$ cat config.mk
export PLATFORM = sky130hd
export DESIGN_NAME = stack_data_path
export DESIGN_NICKNAME = d
export VERILOG_FILES = /design/src/rtl/stack_dp_pkg.sv /design/src/rtl/lifo_stack.sv /design/src/rtl/stack_data_path.sv
export SDC_FILE = /design/constraint.sdc
export NUM_CORES = 1
export LEC_CHECK = 0
export ABC_AREA = 1
export CORE_MARGIN = 2
export CORE_UTILIZATION = 50
export DETAILED_ROUTE_END_ITERATION = 10
export GPL_TIMING_DRIVEN = 0
export PLACE_DENSITY_LB_ADDON = 0.3
export SKIP_LAST_GASP = 1
export SYNTH_ARGS = -nofsm -noshare
export SYNTH_HDL_FRONTEND = slang
export SYNTH_SLANG_ARGS = --single-unit
$ cat constraint.sdc
create_clock -name clk -period 11.4 [get_ports clk]
set_input_delay 1.14 -clock clk [delete_from_list [all_inputs] [get_ports clk]]
set_output_delay 1.14 -clock clk [all_outputs]
set_load 0.03 [all_outputs]
$ cat src/rtl/stack_dp_pkg.sv
// rtl/stack_dp_pkg.sv - shared types for the dual-stack datapath
package stack_dp_pkg;

    // ALU operation codes, encoding matches the alu_op input
    typedef enum logic [2:0] {
        ALU_ADD  = 3'd0,
        ALU_SUB  = 3'd1,
        ALU_AND  = 3'd2,
        ALU_OR   = 3'd3,
        ALU_XOR  = 3'd4,
        ALU_NOT  = 3'd5,
        ALU_SHL  = 3'd6,
        ALU_PASS = 3'd7
    } alu_op_e;

    // Source select for the shared push mux
    typedef enum logic [1:0] {
        DSEL_IN    = 2'd0,
        DSEL_TOP   = 2'd1,
        DSEL_HOLD  = 2'd2,
        DSEL_STORE = 2'd3
    } dsel_e;

endpackage

$ cat src/rtl/lifo_stack.sv
// rtl/lifo_stack.sv - single LIFO stack with occupancy flags and overflow/underflow pulses
//
// Ports:
//   clk, rst_n       clock, asynchronous active-low reset
//   push, pop        strobes; both together replace the top (or push when empty)
//   din              data written by a push
//   tos              top of stack, 0 when empty
//   ptr              occupancy 0..DEPTH
//   full, empty      occupancy flags
//   ovf, unf         combinational pulses for an ignored push / pop
module lifo_stack #(
    parameter int WIDTH = 16,
    parameter int DEPTH = 32,
    parameter int PTR_W = $clog2(DEPTH) + 1
) (
    input  logic             clk,
    input  logic             rst_n,
    input  logic             push,
    input  logic             pop,
    input  logic [WIDTH-1:0] din,
    output logic [WIDTH-1:0] tos,
    output logic [PTR_W-1:0] ptr,
    output logic             full,
    output logic             empty,
    output logic             ovf,
    output logic             unf
);

    localparam int AW = $clog2(DEPTH);

    logic [WIDTH-1:0] r_mem [DEPTH];
    logic [PTR_W-1:0] r_ptr;

    logic          w_full;
    logic          w_empty;
    logic          w_do_push;
    logic          w_do_pop;
    logic          w_replace;
    logic          w_first;
    logic          w_wr_en;
    logic [AW-1:0] w_top_addr;
    logic [AW-1:0] w_wr_addr;

    assign w_full     = (r_ptr == PTR_W'(DEPTH));
    assign w_empty    = (r_ptr == '0);
    assign w_do_push  = push & ~pop & ~w_full;
    assign w_do_pop   = pop & ~push & ~w_empty;
    // push+pop on a non-empty stack overwrites the top in place
    assign w_replace  = push & pop & ~w_empty;
    // push+pop on an empty stack degenerates to a plain push
    assign w_first    = push & pop & w_empty;
    assign w_wr_en    = w_do_push | w_replace | w_first;
    assign w_top_addr = AW'(r_ptr - PTR_W'(1));
    assign w_wr_addr  = w_replace ? w_top_addr : AW'(r_ptr);

    // Storage is deliberately not reset
    always_ff @(posedge clk) begin
        if (w_wr_en) begin
            r_mem[w_wr_addr] <= din;
        end
    end

    always_ff @(posedge clk or negedge rst_n) begin
        if (!rst_n) begin
            r_ptr <= '0;
        end else if (w_do_push || w_first) begin
            r_ptr <= r_ptr + PTR_W'(1);
        end else if (w_do_pop) begin
            r_ptr <= r_ptr - PTR_W'(1);
        end
    end

    assign tos   = w_empty ? '0 : r_mem[w_top_addr];
    assign ptr   = r_ptr;
    assign full  = w_full;
    assign empty = w_empty;
    assign ovf   = push & ~pop & w_full;
    assign unf   = pop & ~push & w_empty;

endmodule

$ cat src/rtl/stack_data_path.sv
// rtl/stack_data_path.sv - dual-stack datapath with shared push mux, registered ALU and B-side comparator
//
// Optional feature macro: STACK_DP_SIGNED_EN (great becomes a two's-complement compare).
//
// Ports:
//   clk, rst                       clock, asynchronous active-low reset
//   data_in, d_select              push mux inputs (data_in / top / hold_b / store_b)
//   push_a, pop_a, push_b, pop_b   stack strobes
//   alu_go, alu_op                 start ALU op on current tops
//   load_hold, load_store          capture tos_b
//   err_clr                        clear sticky err
//   a_in                           mux output written by every push
//   top, carry, alu_valid          registered ALU result
//   ptr_*, full_*, empty_*         stack occupancy
//   great, equal                   hold_b < store_b, hold_b == store_b
//   err                            sticky overflow/underflow
module stack_data_path
    import stack_dp_pkg::*;
#(
    parameter int WIDTH = 16,
    parameter int DEPTH = 32,
    localparam int PTR_W = $clog2(DEPTH) + 1
) (
    input  logic             clk,
    input  logic             rst,
    input  logic [WIDTH-1:0] data_in,
    input  logic [1:0]       d_select,
    input  logic             push_a,
    input  logic             pop_a,
    input  logic             push_b,
    input  logic             pop_b,
    input  logic             alu_go,
    input  logic [2:0]       alu_op,
    input  logic             load_hold,
    input  logic             load_store,
    input  logic             err_clr,
    output logic [WIDTH-1:0] a_in,
    output logic [WIDTH-1:0] top,
    output logic             carry,
    output logic             alu_valid,
    output logic [PTR_W-1:0] ptr_a,
    output logic [PTR_W-1:0] ptr_b,
    output logic             full_a,
    output logic             empty_a,
    output logic             full_b,
    output logic             empty_b,
    output logic             great,
    output logic             equal,
    output logic             err
);

    logic [WIDTH-1:0] w_tos_a;
    logic [WIDTH-1:0] w_tos_b;
    logic             w_ovf_a;
    logic             w_unf_a;
    logic             w_ovf_b;
    logic             w_unf_b;
    logic [WIDTH:0]   w_alu_res;

    logic [WIDTH-1:0] r_top;
    logic             r_carry;
    logic             r_alu_valid;
    logic [WIDTH-1:0] r_hold_b;
    logic [WIDTH-1:0] r_store_b;
    logic             r_err;

    always_comb begin
        a_in = data_in;
        case (dsel_e'(d_select))
            DSEL_IN:    a_in = data_in;
            DSEL_TOP:   a_in = r_top;
            DSEL_HOLD:  a_in = r_hold_b;
            DSEL_STORE: a_in = r_store_b;
            default:    a_in = data_in;
        endcase
    end

    lifo_stack #(.WIDTH(WIDTH), .DEPTH(DEPTH), .PTR_W(PTR_W)) u_stack_a (
        .clk(clk), .rst_n(rst), .push(push_a), .pop(pop_a), .din(a_in),
        .tos(w_tos_a), .ptr(ptr_a), .full(full_a), .empty(empty_a),
        .ovf(w_ovf_a), .unf(w_unf_a)
    );

    lifo_stack #(.WIDTH(WIDTH), .DEPTH(DEPTH), .PTR_W(PTR_W)) u_stack_b (
        .clk(clk), .rst_n(rst), .push(push_b), .pop(pop_b), .din(a_in),
        .tos(w_tos_b), .ptr(ptr_b), .full(full_b), .empty(empty_b),
        .ovf(w_ovf_b), .unf(w_unf_b)
    );

    // Bit WIDTH carries carry-out / borrow / shifted-out msb; zero for logic ops
    always_comb begin
        w_alu_res = '0;
        case (alu_op_e'(alu_op))
            ALU_ADD:  w_alu_res = {1'b0, w_tos_a} + {1'b0, w_tos_b};
            ALU_SUB:  w_alu_res = {1'b0, w_tos_a} - {1'b0, w_tos_b};
            ALU_AND:  w_alu_res = {1'b0, w_tos_a & w_tos_b};
            ALU_OR:   w_alu_res = {1'b0, w_tos_a | w_tos_b};
            ALU_XOR:  w_alu_res = {1'b0, w_tos_a ^ w_tos_b};
            ALU_NOT:  w_alu_res = {1'b0, ~w_tos_a};
            ALU_SHL:  w_alu_res = {w_tos_a, 1'b0};
            ALU_PASS: w_alu_res = {1'b0, w_tos_b};
            default:  w_alu_res = '0;
        endcase
    end

    always_ff @(posedge clk or negedge rst) begin
        if (!rst) begin
            r_top       <= '0;
            r_carry     <= 1'b0;
            r_alu_valid <= 1'b0;
        end else begin
            r_alu_valid <= alu_go;
            if (alu_go) begin
                r_top   <= w_alu_res[WIDTH-1:0];
                r_carry <= w_alu_res[WIDTH];
            end
        end
    end

    // tos_b is the pre-pop value here, so a same-cycle pop does not disturb the capture
    always_ff @(posedge clk or negedge rst) begin
        if (!rst) begin
            r_hold_b  <= '0;
            r_store_b <= '0;
        end else begin
            if (load_hold) begin
                r_hold_b <= w_tos_b;
            end
            if (load_store) begin
                r_store_b <= w_tos_b;
            end
        end
    end

    always_ff @(posedge clk or negedge rst) begin
        if (!rst) begin
            r_err <= 1'b0;
        end else if (w_ovf_a || w_unf_a || w_ovf_b || w_unf_b) begin
            r_err <= 1'b1;
        end else if (err_clr) begin
            r_err <= 1'b0;
        end
    end

`ifdef STACK_DP_SIGNED_EN
    assign great = ($signed(r_hold_b) < $signed(r_store_b));
`else
    assign great = (r_hold_b < r_store_b);
`endif
    assign equal     = (r_hold_b == r_store_b);
    assign top       = r_top;
    assign carry     = r_carry;
    assign alu_valid = r_alu_valid;
    assign err       = r_err;

endmodule

Word-level counts from Yosys, hierarchy flattened:

Memory sizes are Yosys's and may differ from the RTL's.
Cells that the tools add are included.

* bits in writable memories: 1024
* memories kept: 2
* logic and storage cells: 92
* register bits: 63

Memory list
* u_stack_a.r_mem: words 32, width 16, read ports 1, clocked after Yosys merged registers in 0, wr ports 1, line lifo_stack.sv:31 `logic [WIDTH-1:0] r_mem [DEPTH];`
* u_stack_b.r_mem: words 32, width 16, read ports 1, clocked after Yosys merged registers in 0, wr ports 1, line lifo_stack.sv:31

* $lt $le $gt $ge: 1
* add/sub/neg operators: 6
* muxes and demuxes: 16
* reductions and logical operators: 12
* eq/ne operators: 13
* bitwise operators: 34

Operators by type and width (number)
* one-hot mux 17 bit (8 select lines): 1
* one-hot mux 16 bit (4 select lines): 1
* two-way mux 16 bit: 2
* two-way mux 6 bit: 4
* bitwise AND 1 bit: 18
* adder 16 x 16 -> 17 bit: 1
* subtractor 16 x 16 -> 17 bit: 1
* bitwise AND 16 bit: 1
* equality test 16 bit: 1
* < comparator 16 bit: 1
* NOT 16 bit: 1
* OR 16 bit: 1
* bitwise XOR 16 bit: 1
* adder 6 x 1 -> 6 bit, second input constant: 2
* equality test 3 bit, second input constant: 4
* equality test 6 bit, second input constant: 2
* zero test 6 bit: 2
* subtractor 6 x 1 -> 6 bit, second input constant: 2
* two-way mux 5 bit: 2
* NOT 1 bit: 8
* equality test 3 x 2 -> 1 bit, second input constant: 2
* two-way mux 1 bit: 6
* nonzero test 2 bit: 3
* logical OR 1 bit: 5
* 6 further kinds: 10

Longest topological paths before layout:

* depth in word-level cells: 7
* gate-level depth with buffers: 37

Cells and area by module:

From an unflattened synthesis, not the netlist that was laid out.

* cells, all modules: 4395
* area total of the unflattened synthesis: 47874.7 µm²

By module, submodules not included
* lifo_stack at u_stack_b: area an instance 21446.8 µm², cells each 1826, instances 1
* lifo_stack at u_stack_a: area an instance 21301.7 µm², cells each 1800, instances 1
* stack_data_path: area an instance 5126.2 µm², cells each 769, instances 1

Least setup slack after synthesis:

Ideal clock, no wire load.

* kind: input -> output
* start: input port d_select[0]
* end: output port a_in[10]
* arrival: 3.736 ns
* path buffers: 1
* slack: 6.524 ns
* cell stages on the path: 3
* cells stage by stage: nand2_1 > clkbuf_1 > o2111ai_1

* cells in the longest elaborated chain, start to end: 2
* elaborated cells between the ends (all ways): 5
* classes of those cells: 3 x eq/ne; 1 x mux; 1 x reduce/logical

Ends and longest elaborated chain
* start, declared: line stack_data_path.sv:27 `input logic [1:0] d_select,`
* equality test 2 bit, or another cell as far along: line stack_data_path.sv:69 `case (dsel_e'(d_select))`
* one-hot mux 16 bit (4 select lines) (*): line stack_data_path.sv:69
* end, declared: line stack_data_path.sv:37 `output logic [WIDTH-1:0] a_in,`

Every way passes the cells marked *; elsewhere a longest branch is shown, timed or not.

Worst setup path after layout:

* start: register u_stack_b.r_ptr[0] (netlist: u_stack_b.ptr[0])
* end: register r_top[15] (netlist: top[15])

* cells in the longest elaborated chain, start to end: 5
* elaborated cells between the ends (all ways): 10
* classes of those cells: 3 x add/sub; 2 x mux; 3 x bitwise; 1 x reduce/logical; 1 x memory

Ends and longest elaborated chain
* start, declared: line lifo_stack.sv:32 `logic [PTR_W-1:0] r_ptr;`
* start signal, assigned: line lifo_stack.sv:67 `r_ptr <= r_ptr + PTR_W'(1);`
* start signal, assigned: line lifo_stack.sv:69 `r_ptr <= r_ptr - PTR_W'(1);`
* subtractor 6 x 1 -> 6 bit: line lifo_stack.sv:53 `assign w_top_addr = AW'(r_ptr - PTR_W'(1));`
* memory (32 x 16 bit)
* two-way mux 16 bit (*): line lifo_stack.sv:73 `assign tos = w_empty ? '0 : r_mem[w_top_addr];`
* via u_stack_b.tos[0]: line lifo_stack.sv:21 `output logic [WIDTH-1:0] tos,`
* subtractor 16 x 16 -> 17 bit or adder 16 x 16 -> 17 bit (tied branches): line stack_data_path.sv:95, stack_data_path.sv:94
* one-hot mux 17 bit (8 select lines) (*): line stack_data_path.sv:93 `case (alu_op_e'(alu_op))`
* end signal, assigned: line stack_data_path.sv:114 `r_top <= w_alu_res[WIDTH-1:0];`
* end, declared: line stack_data_path.sv:60 `logic [WIDTH-1:0] r_top;`

Mark *: on every way through the listed nets, which the timed path passes. The rest lies on a longest branch.
A chain may end at the register's enable or synchronous reset.

==> metrics.md <==
| Metric | Value |
|---|---|
| Cell Area, Placed | `51,200 um^2` |
| Final core occ | `58.7%` |
| Status | `finished, final reports clean` |
| Min Tclk post-route | `6640 ps` |
| CP Launch Point | `u_stack_b.ptr[0]` |
| DR WL/cell | `25.5 um` |
| PortBufs | `83` |
| First-pass GRT wire length | `214,000 um` |
| Syn avg cell area | `11.1 um^2` |
| Reg2Reg Setup Slack | `4760 ps` |
| Crit path required time | `12,020 ps` |
| Bufs on Longest Clock Path | `3` |
| Synth warn | `0` |
| GRT overflow | `0` |
| Register area | `32,300 um^2` |
| Fillers | `7,414` |
| CORE AREA | `93,000 um^2` |
| GR met1 Demand/Resource | `42.4%` |
| Yosys top cell by area | `edfxtp_1` |
| Tot GR Track Use | `30.7%` |
| Register area share after synthesis | `69.0%` |
| Vias in the first global route | `32,800` |
| Most used DFF post-synth | `edfxtp_1` |
| Finished Cell Area | `54,600 um^2` |
| MaxCap Viol Count | `0` |
| Slowest cell delay on critical path | `490 ps` |
| Hold buffers post-CTS | `0` |
| Total CTS buffers | `107` |
| Top area cells in the synthesized netlist | `edfxtp_1, nand3_1, nand2_1, dfrtp_1, ha_1` |
| Min-Delay Startpoint | `carry` |
| WS Path Type | `reg -> reg` |
| Crit path max-delay cell type | `clkbuf_1` |
| Post-CTS Setup Inserts | `0` |
| Multi-input logic area | `13,400 um^2` |
| Routability cong. | `0.930` |
| Worst Reg-to-Reg Cells | `33` |
| Count leader, synth | `nand2_1` |
| Post-DP HPWL | `98,100 um` |
| Hold Crit Endpoint | `carry` |
| Crit. End Element | `register` |
| Die Width | `310 um` |
| Reg-to-Reg Start | `u_stack_b.ptr[0]` |
| Rows | `112` |
| Fin. Hold Viols | `0` |
| Synth Instances | `4,204` |
| Vias per std cell | `6.03` |
| Yosys top cell area share | `65.7%` |
| Die height | `310 um` |
| Crit-path max FO | `10` |
| Synthesis-to-finish area growth | `16.6%` |
| Pre-CTS WS | `4940 ps` |
| Final setup margin | `4760 ps` |
| H-tree Lvls | `3` |
| Met3 Resource Use GR | `7.86%` |
| Asr flop ratio synth | `5.80%` |
| Final setup vio count | `0` |
| Setup crit start kind | `register` |
| M2 GR Usage | `45.5%` |
| Die area | `96,100 um^2` |
| Final Skew | `32.3 ps` |
| Drt pass-1 iters | `6` |
| Vias | `35,000` |
| Largest net degree at the start of global routing | `64` |
| Worst skew pair latency | `710 ps` |
| Synthesized cell area | `46,800 um^2` |
| FMAX | `0.151 GHz` |
| HP Class | `reg -> reg` |
| Residual DRC count | `0` |
| Syn nets | `4,305` |
| Post-synth EDFFs | `1,024` |
| GRT Max-Usage Layer | `met2` |
| IO Count | `84` |
| Max Slew Vio Count | `0` |
| Relative slew slack | `11.5%` |
| Reg clk slew, reported paths | `60 ps` |
| Hold depth | `2` |
| Antenna Nets Post-Route | `0` |
| Crit path DAT | `7260 ps` |
| Post-synth cell types | `46` |
| Post-synth top cells | `nand2_1, edfxtp_1, nand3_1` |
| Layout Nets | `4,562` |
| Final critical-path share of the clock period | `58.2%` |
| Initial antenna violation count | `1` |
| Worst-Margin Slew | `1330 ps` |
| RSZ-0062 raised after global routing | `false` |
| CTS tree | `built` |
| Reg2Reg Capture Point | `top[15]` |
| Final WL | `148,000 um` |
| Post_cts resized | `0` |
| Root Driver | `clkbuf_16` |
| Layout cells sized above 1 | `9.14%` |
| Clock Sinks | `1,087` |
| Initial drt markers | `5,441` |
| Yosys reg bits | `1,087` |
| Initial core utilization | `50.3%` |
| Post-Route Setup TNS | `0 ps` |
[how the worst max path moves through the flow]
| stage | end | slack (ps) | cells past startpoint |
|---|---|---|---|
| after global routing | top[15] | 4400 | 33 |
| final | top[15] | 4760 | 33 |
| after floorplan | a_in[10] | 6520 | 3 |
| after CTS | top[15] | 4910 | 33 |
| after global placement | a_in[10] | 2440 | 5 |
| after detailed placement | top[15] | 4940 | 33 |
[routing by layer]
metal / vias to the layer above / wire length (um) / share of wire, %
li1: 15400 / - / -
met3: 498 / 19400 / 13
met5: - / 0 / 0
met2: 2413 / 64400 / 43
met1: 16700 / 56500 / 38
met4: 0 / 7940 / 5.4
[placed cells by master (no fill, tap or decap), types with 23 or more instances in the layout]
| cell | count |
|---|---|
| clkbuf_16 | 107 |
| buf_16 | 28 |
| o21ai_0 | 90 |
| clkinv_2 | 23 |
| clkbuf_1 | 166 |
| nand3_1 | 955 |
| dfrtp_1 | 63 |
| buf_2 | 71 |
| ha_1 | 69 |
| nand2_1 | 1239 |
| nor2_2 | 46 |
| nor2_1 | 96 |
| clkdlybuf4s50_1 | 82 |
| xor2_1 | 29 |
| edfxtp_1 | 1024 |
| inv_1 | 133 |
| a21oi_1 | 60 |
[cell families (layout without fill, tap and decap cells)]
kind of cell	count (synthesis)	in the layout	share of synthesized area, %
other	0	1	0
AOI/OAI and AO/OA	231	231	2.90
and+or+nand+nor	2399	2399	22.0
DFF	1087	1087	69.0
xor gates and xnor gates	37	37	0.764
buffers and inverters	380	725	3.39
adders and majority gates	70	70	1.89
[through the flow]
stage                     hold slack [ps]  cells
after floorplan                       519   4204
after global placement                516   5541
after detailed placement              513   5606
after CTS                             527   5803
after global routing                  547   5803
final                                 521   5804
[area by class of cell]
class | count | share of cell area (%)
antenna | 1 | 0.00458
tap | 1254 | 2.87
sequential | 1087 | 59.2
buffer | 237 | 1.92
timing repair buffer | 148 | 4.11
clock inverter | 62 | 1.10
inverter | 143 | 0.983
clock buffer | 135 | 5.17
multi-input combinational | 2737 | 24.6
[registers in the layout (all words and copies together) (netlist names)]
signal	cells
r_hold_b	16
u_stack_b.ptr	6
top	16
u_stack_a.ptr	6
r_store_b	16
u_stack_a.r_mem	512
alu_valid	1
err	1
carry	1
u_stack_b.r_mem	512
[critical path, delay by kind of cell (launching register included)]
family          cells  cell delay (ps)
compound gates      3              680
flops               1              420
simple gates       14             1850
buf+inv            11             2580
xor+xnor            2              330
fa+ha+maj           3              670
Power is left out: the tool's default activity adds up to more than one toggle a clock period on the data nets, which glitch-free logic cannot reach.
